`config.mk`:
```
export PLATFORM = sky130hd
export DESIGN_NAME = serial_adder
export DESIGN_NICKNAME = d
export VERILOG_FILES = /design/src/rtl/serial_adder_pkg.sv /design/src/rtl/serial_adder_digit.sv /design/src/rtl/serial_adder.sv
export SDC_FILE = /design/constraint.sdc
export NUM_CORES = 1
export LEC_CHECK = 0
export ABC_CLOCK_PERIOD_IN_PS = 2000
export CAP_MARGIN = 5
export CORE_ASPECT_RATIO = 1.25
export CORE_MARGIN = 2
export CORE_UTILIZATION = 31
export CTS_BUF_LIST = sky130_fd_sc_hd__clkbuf_4 sky130_fd_sc_hd__clkbuf_8 sky130_fd_sc_hd__clkbuf_16
export DETAILED_ROUTE_END_ITERATION = 16
export PLACE_DENSITY_LB_ADDON = 0.2
export SLEW_MARGIN = 20
export SYNTH_ARGS = -nofsm -noshare
export SYNTH_HDL_FRONTEND = slang
export SYNTH_SLANG_ARGS = --single-unit
```
`constraint.sdc`:
```
create_clock -name clk -period 2 [get_ports clk]
set_input_delay 0.2 -clock clk [delete_from_list [all_inputs] [get_ports clk]]
set_output_delay 0.2 -clock clk [all_outputs]
set_load 0.005 [all_outputs]
```
`src/rtl/serial_adder_pkg.sv`:
```
// serial_adder shared types and helpers.
// FSM states and digit-step count derivation.
package serial_adder_pkg;

   typedef enum logic [1:0] {
      IDLE = 2'd0,
      RUN  = 2'd1,
      DONE = 2'd2
   } state_t;

   // Returns 0 when digit does not evenly divide width.
   function automatic int calc_steps(input int width, input int digit);
      if (digit < 1 || (width % digit) != 0)
         return 0;
      return width / digit;
   endfunction

endpackage

```
`src/rtl/serial_adder_digit.sv`:
```
// adder_digit: combinational DIGIT-bit full-adder slice.
// The only arithmetic in serial_adder.
module adder_digit #(
   parameter int DIGIT = 1
) (
   input  logic [DIGIT-1:0] a,
   input  logic [DIGIT-1:0] b,
   input  logic             ci,
   output logic [DIGIT-1:0] s,
   output logic             co
);

   logic [DIGIT:0] t;

   assign t       = {1'b0, a} + {1'b0, b} + {{DIGIT{1'b0}}, ci};
   assign {co, s} = t;

endmodule

```
`src/rtl/serial_adder.sv`:
```
// serial_adder: multi-cycle add/subtract, DIGIT bits per clock.
// Start/ready/done handshake, registered carry, sum, cout, ovf.
module serial_adder
   import serial_adder_pkg::*;
#(
   parameter int WIDTH = 8,
   parameter int DIGIT = 1
) (
   input  logic             clk,
   input  logic             rst,
   input  logic             start,
   input  logic [WIDTH-1:0] a_in,
   input  logic [WIDTH-1:0] b_in,
   input  logic             cin,
   input  logic             sub,
   output logic             ready,
   output logic             done,
   output logic [WIDTH-1:0] sum_out,
   output logic             cout,
   output logic             ovf
);

   localparam int N  = calc_steps(WIDTH, DIGIT);
   localparam int CW = (N > 1) ? $clog2(N) : 1;

   if (N == 0 || WIDTH < 2) begin : g_bad_params
      $error("serial_adder: DIGIT must divide WIDTH and WIDTH >= 2");
   end

   state_t           state, state_nx;
   logic [WIDTH-1:0] a_sr, b_sr, res_sr;
   logic [WIDTH-1:0] res_next, s_ext, b_eff;
   logic [CW-1:0]    cnt;
   logic             carry, a_msb, b_msb;
   logic [DIGIT-1:0] s;
   logic             c;
   logic             accept, last;

   adder_digit #(.DIGIT(DIGIT)) u_digit (
      .a  (a_sr[DIGIT-1:0]),
      .b  (b_sr[DIGIT-1:0]),
      .ci (carry),
      .s  (s),
      .co (c)
   );

   assign ready    = (state != RUN);
   assign done     = (state == DONE);
   assign accept   = start && ready;
   assign last     = (cnt == CW'(N - 1));
   assign b_eff    = sub ? ~b_in : b_in;
   // New digit enters at the top; after N steps the LSB digit is at bit 0.
   assign s_ext    = WIDTH'(s) << (WIDTH - DIGIT);
   assign res_next = (res_sr >> DIGIT) | s_ext;

   always_comb begin
      state_nx = state;
      unique case (state)
         IDLE:    if (start) state_nx = RUN;
         RUN:     if (last) state_nx = DONE;
         DONE:    state_nx = start ? RUN : IDLE;
         default: state_nx = IDLE;
      endcase
   end

   always_ff @(posedge clk) begin
      if (rst) begin
         state   <= IDLE;
         a_sr    <= '0;
         b_sr    <= '0;
         res_sr  <= '0;
         cnt     <= '0;
         carry   <= 1'b0;
         a_msb   <= 1'b0;
         b_msb   <= 1'b0;
         sum_out <= '0;
         cout    <= 1'b0;
         ovf     <= 1'b0;
      end else begin
         state <= state_nx;
         if (accept) begin
            a_sr  <= a_in;
            b_sr  <= b_eff;
            carry <= cin ^ sub;
            a_msb <= a_in[WIDTH-1];
            b_msb <= b_eff[WIDTH-1];
            cnt   <= '0;
         end else if (state == RUN) begin
            a_sr   <= a_sr >> DIGIT;
            b_sr   <= b_sr >> DIGIT;
            res_sr <= res_next;
            carry  <= c;
            cnt    <= cnt + 1'b1;
            if (last) begin
               sum_out <= res_next;
               cout    <= c;
               ovf     <= (a_msb == b_msb) && (res_next[WIDTH-1] != a_msb);
            end
         end
      end
   end

endmodule

```
==> results.sh, run 1 <==
export IMPL_synth_xor_xnor_area_share=0.0435
export IMPL_timing_final_crit_share=0.791
export IMPL_yosys_warnings=0
export IMPL_row_count=31
export IMPL_drive_gt1_frac=0.105
export IMPL_ctsHoldBuffers=0
export IMPL_finalHoldViolations=0
export IMPL_synth_fp_nets=225
export IMPL_antenna_found_initial=0
export IMPL_power_frac_comb=0.147
export IMPL_p_int_mw=1.23
export IMPL_dpl_hpwl_mm=2.23
export IMPL_critical_path_arrival_ns=1.38
export IMPL_final_common_cell="dfxtp_1"
export IMPL_ir_worst_vdd_mv=0.276
export IMPL_tightest_slew_ns=0.515
export IMPL_grt_pass1_wl_mm=6.07
export IMPL_synth_fa_ha_area_frac=0.0248
export IMPL_synth_compound_area_frac=0.195
export IMPL_num_vias=1430
export IMPL_syn_area_sq_um=1810
export IMPL_muxShareOfSynthArea=0.0497
export IMPL_numCtsBuffers=5
export IMPL_numClockSinks=41
export IMPL_sw_frac_of_total=0.258
export IMPL_final_cell_mix="dfxtp_1, nand2_1, clkdlybuf4s50_1"
export IMPL_grt_max_degree=39
export IMPL_yosys_area_share_simple=0.168
export IMPL_vias_per_cell=4.85
export IMPL_wl_per_cell_microns=12.1
export IMPL_max_clock_freq_mhz=632
export IMPL_start_util=0.316
export IMPL_power_switching_mw=0.429
export IMPL_final_nets=252
export IMPL_max_slew_margin=0.655
export IMPL_n_antenna_cell=0
export IMPL_ioPinCount=33
export IMPL_ys_types=29
export IMPL_drt_initial_drc_count=89
export IMPL_finalSetupViolations=0
export IMPL_synthCells=201
export IMPL_synth_edf_count=0
export IMPL_totalWireLength_mm=3.57
export IMPL_cp_start_kind="register"
export IMPL_clkLatencyLatePin_ns=0.30
export IMPL_worstPathRequired_ns=1.80
export IMPL_end_kind="output port"
export IMPL_track_usage=0.121
export IMPL_synth_top_family_by_area="compound AO/OA/AOI/OAI gates"
export IMPL_cts_setup_buffers=0
export IMPL_path_class="reg -> out"
export IMPL_synthArstFlopShare=0
export IMPL_ant_nets=0
export IMPL_post_cts_resized=0
export IMPL_slew_violations=0
export IMPL_die_y_microns=89.5
export IMPL_maxCapViolations=0
export IMPL_setup_tns_ns=0
export IMPL_outcome="complete, no violations"
export IMPL_leakage_nw=0.836
export IMPL_die_w_microns=72.4
export IMPL_ys_flop_type="dfxtp_1"
export IMPL_drc=0
export IMPL_p_clk_frac=0.325
export IMPL_grt_pass1_vias=1422
export IMPL_synth_area_per_cell_sq_um=9.02
export IMPL_io_buffers=32
export IMPL_pwr_share_seq=0.528
export IMPL_grt_setup_unrepaired="false"
export IMPL_final_util=0.392
export IMPL_fillers=607
export IMPL_skew_ns=0.00981
export IMPL_grt_ovfl_total=0
export IMPL_dieArea_sq_um=6480
export IMPL_clk_pin_slew_ns=0.08
export IMPL_min_period_ns=1.58
export IMPL_core_area_sq_um=5740
export IMPL_ys_ff_latch=41
export IMPL_min_path_type="reg -> reg"
export IMPL_area_growth_pct=24.2
export IMPL_critPathMaxFanout=3
export IMPL_clockBufferDepth=2
export IMPL_seq_area_frac_synth=0.453
export IMPL_p_per_area_nw_per_um2=739
export IMPL_tritoncts="built"
export IMPL_place_congestion=0.679
export IMPL_cts_root_buf="clkbuf_8"
export IMPL_htreeDepth=2
export IMPL_firstDrtPassIters=4
sequential cells by signal, summed over array words and instances (netlist names):
signal and count:
a_sr 8, b_sr 8, sum_out 8, res_sr 7, cnt 3, state 2
a_msb 1, b_msb 1, carry 1, cout 1, ovf 1
cells by family (layout without fill, tap and decap cells):
logic type,after synthesis,after routing
and+or+nand+nor,71,71
AOI/OAI and AO/OA,49,49
DFF,41,41
buffers and inverters,19,47
xor gates and xnor gates,9,9
muxes,9,9
adders and majority gates,3,3
final timing paths:
check,slack [ns],from,end,cells after the start
hold / removal,0.46,sum_out[4],sum_out[4],2
hold reg to reg,0.46,sum_out[4],sum_out[4],2
setup / recovery,0.42,state[1],ready,3
setup reg to reg,0.48,cnt[0],ovf,5
cell type report:
class,instances,area (sq um),share of cell area
multi-input combinational,141,872,0.387
sequential,41,821,0.364
timing repair buffer,37,383,0.170
tap,66,82.6,0.0367
clock buffer,6,76.3,0.0339
clock inverter,2,10.0,0.00444
inverter,2,7.51,0.00333
power groups by stage:
stage          logic [mW]  registers, mW  clock network (mW)
2_1_floorplan       0.183          0.893                   0
3_3_place_gp        0.246          0.898                   0
3_5_place_dp        0.248          0.898                   0
4_1_cts             0.248          0.879               0.562
5_1_grt             0.274          0.884               0.595
6_report            0.244          0.879               0.541
worst max-delay path, stage by stage (launching register included):
cell             delay [ns]
dfxtp_1                0.35
and2b_4                0.20
inv_2                  0.05
clkdlybuf4s50_1        0.48
synthesized netlist by cell type (2+ instances only):
library cell	n	area [sq um]
nor2_1	20	75.1
a21oi_1	29	145
dfxtp_1	41	821
xnor2_1	9	78.8
nand2_1	32	120
mux2i_1	9	90.1
buf_2	6	30.0
nor3_1	2	10.0
ha_1	2	25.0
a211o_1	8	70.1
clkbuf_1	4	15.0
buf_6	5	56.3
a211oi_2	7	87.6
nand3_1	12	60.1
per-layer routing:
layer  up-vias  track usage  share of wire
li1        740            -              -
met1       652        0.130           0.45
met2        32        0.221           0.48
met3         6       0.0383          0.048
met4         0       0.0455          0.016
met5         -            0              0
per-stage QoR:
step	instance area [sq um]	cells	hold slack [ns]	setup slack [ns]	total power [mW]
global placement	2170	287	0.446	0.342	1.14
global route	2250	295	0.476	0.269	1.75
floorplan	1810	201	0.276	0.543	1.08
finish	2250	295	0.457	0.418	1.66
detailed placement	2170	287	0.448	0.319	1.15
CTS	2250	295	0.462	0.403	1.69
Note: power is estimated with default switching activity, not from simulation.
==> run 2: changes to the inputs <==
--- a/config.mk
+++ b/config.mk
@@ -5,7 +5,7 @@
 export SDC_FILE = /design/constraint.sdc
 export NUM_CORES = 1
 export LEC_CHECK = 0
-export ABC_CLOCK_PERIOD_IN_PS = 2000
+export ABC_CLOCK_PERIOD_IN_PS = 1400
 export CAP_MARGIN = 5
 export CORE_ASPECT_RATIO = 1.25
 export CORE_MARGIN = 2
==> constraint.sdc (replaced) <==
create_clock -name clk -period 1.4 [get_ports clk]
set_input_delay 0.14 -clock clk [delete_from_list [all_inputs] [get_ports clk]]
set_output_delay 0.14 -clock clk [all_outputs]
set_load 0.005 [all_outputs]
==> results.sh, run 2 (synthesis gave the netlist of run 1 again) <==
export IMPL_area_growth_pct=30.6
export IMPL_p_per_area_nw_per_um2=1110
export IMPL_r2r_start="a_sr[0]"
export IMPL_holdWs_ns=0.456
export IMPL_finalSetupViolations=0
export IMPL_skew_ns=0.00861
export IMPL_p_clk_frac=0.379
export IMPL_leakage_nw=0.886
export IMPL_row_count=31
export IMPL_p_int_mw=2.02
export IMPL_die_w_microns=72.4
export IMPL_crit_path_end="ovf"
export IMPL_start_util=0.316
export IMPL_post_place_ws_ns=0.00725
export IMPL_tightest_slew_ns=0.287
export IMPL_vias_per_cell=4.82
export IMPL_wl_per_cell_microns=12.0
export IMPL_slew_violations=0
export IMPL_placedCellCount=293
export IMPL_multi_input_area_sq_um=885
export IMPL_ioPinCount=33
export IMPL_end_kind="register"
export IMPL_num_vias=1461
export IMPL_max_clock_freq_mhz=727
export IMPL_finalHoldViolations=0
export IMPL_firstDrtPassIters=4
export IMPL_max_slew_margin=0.807
export IMPL_power_frac_comb=0.142
export IMPL_power_switching_mw=0.609
export IMPL_final_common_cell="dfxtp_1"
export IMPL_power_mw=2.63
export IMPL_stdcell_count=303
export IMPL_numCtsBuffers=5
export IMPL_sw_frac_of_total=0.232
export IMPL_final_nets=260
export IMPL_cp_start_kind="register"
export IMPL_ctsHoldBuffers=0
export IMPL_r2r_end="ovf"
export IMPL_timing_final_crit_share=0.983
export IMPL_final_util=0.412
export IMPL_cts_root_buf="clkbuf_8"
export IMPL_regToRegSetupSlack_ns=0.02
export IMPL_regArea_sq_um=825
export IMPL_grt_pass1_wl_mm=6.11
export IMPL_core_area_sq_um=5740
export IMPL_outcome="complete, no violations"
export IMPL_ir_worst_vdd_mv=0.551
export IMPL_crit_start="a_sr[0]"
export IMPL_fillers=603
export IMPL_clockBufferDepth=2
export IMPL_drt_initial_drc_count=63
export IMPL_fin_ws_ns=0.0238
export IMPL_die_y_microns=89.5
export IMPL_critPathMaxFanout=2
export IMPL_setup_tns_ns=0
export IMPL_antenna_found_initial=0
export IMPL_clkLatencyLatePin_ns=0.29
export IMPL_place_congestion=0.681
export IMPL_htreeDepth=2
export IMPL_pwr_share_seq=0.478
export IMPL_track_usage=0.122
export IMPL_grt_max_degree=42
export IMPL_min_path_type="reg -> reg"
export IMPL_dieArea_sq_um=6480
export IMPL_drc=0
export IMPL_drive_gt1_frac=0.165
export IMPL_maxCapViolations=0
export IMPL_worstPathRequired_ns=1.58
export IMPL_min_period_ns=1.38
export IMPL_clk_pin_slew_ns=0.07
export IMPL_largestRegisters="a_sr: 8 flops, b_sr: 8 flops, sum_out: 8 flops"
export IMPL_stdcell_area_sq_um=2370
export IMPL_tritoncts="built"
export IMPL_dpl_hpwl_mm=2.39
export IMPL_io_buffers=32
export IMPL_final_cell_mix="dfxtp_1, nand2_1, clkdlybuf4s50_1"
export IMPL_reg2reg_depth=4
export IMPL_grt_setup_unrepaired="true"
export IMPL_critical_path_arrival_ns=1.55
export IMPL_placed_area_sq_um=2220
export IMPL_grt_ovfl_total=0
export IMPL_numClockSinks=41
export IMPL_path_class="reg -> reg"
export IMPL_grt_pass1_vias=1353
export IMPL_totalWireLength_mm=3.65
export IMPL_n_antenna_cell=0
export IMPL_ant_nets=0
[run 2: changes by cell type in the layout (fill, tap and decap cells not counted), sizes merged]
| cell | change |
|---|---|
| bufinv | +1 |
| dlygate4sd2 | +2 |
| clkbuf | +1 |
| clkinv | -2 |
| clkdlybuf4s50 | -2 |
| buf | +8 |
[run 2: power by group through the flow]
stage | clock, mW | sequential [mW] | combinational [mW]
6_report | 0.996 | 1.26 | 0.375
5_1_grt | 1.08 | 1.26 | 0.415
4_1_cts | 1.03 | 1.26 | 0.382
3_5_place_dp | 0 | 1.28 | 0.376
3_3_place_gp | 0 | 1.28 | 0.373
2_1_floorplan | 0 | 1.28 | 0.264
[run 2: cell type report]
type                       instances  share of cell area
tap                               66              0.0349
clock inverter                     1              0.0127
inverter                           2             0.00423
multi-input combinational        141               0.374
clock buffer                       7              0.0381
sequential                        41               0.348
timing repair buffer              45               0.188
[run 2: routing by layer]
metal  track usage  wire, microns  up-vias
met4        0.0455             67        0
met3        0.0395            145        5
met2         0.210           1720       23
li1              -              -      757
met5             0              0        -
met1         0.141           1720      676
[run 2: timing repair]
item	4_1_cts	5_1_grt
setup buffers	1	0
gates cloned	0	1
resized for setup	6	4
endpoints found under the setup margin	2	2
[run 2: critical path: stages (launching register included)]
cell and delay (ns):
dfxtp_2 0.33, fa_1 0.55, and3b_1 0.19, a211oi_2 0.14, nor3_1 0.06
[run 2: how the worst min path moves through the flow]
stage / from / endpoint / cells past startpoint
2_1_floorplan: rst / b_sr[7] / 1
3_3_place_gp: res_sr[1] / res_sr[1] / 2
3_5_place_dp: cout / cout / 2
4_1_cts: res_sr[1] / res_sr[1] / 2
5_1_grt: sum_out[0] / sum_out[0] / 2
6_report: res_sr[1] / res_sr[1] / 2
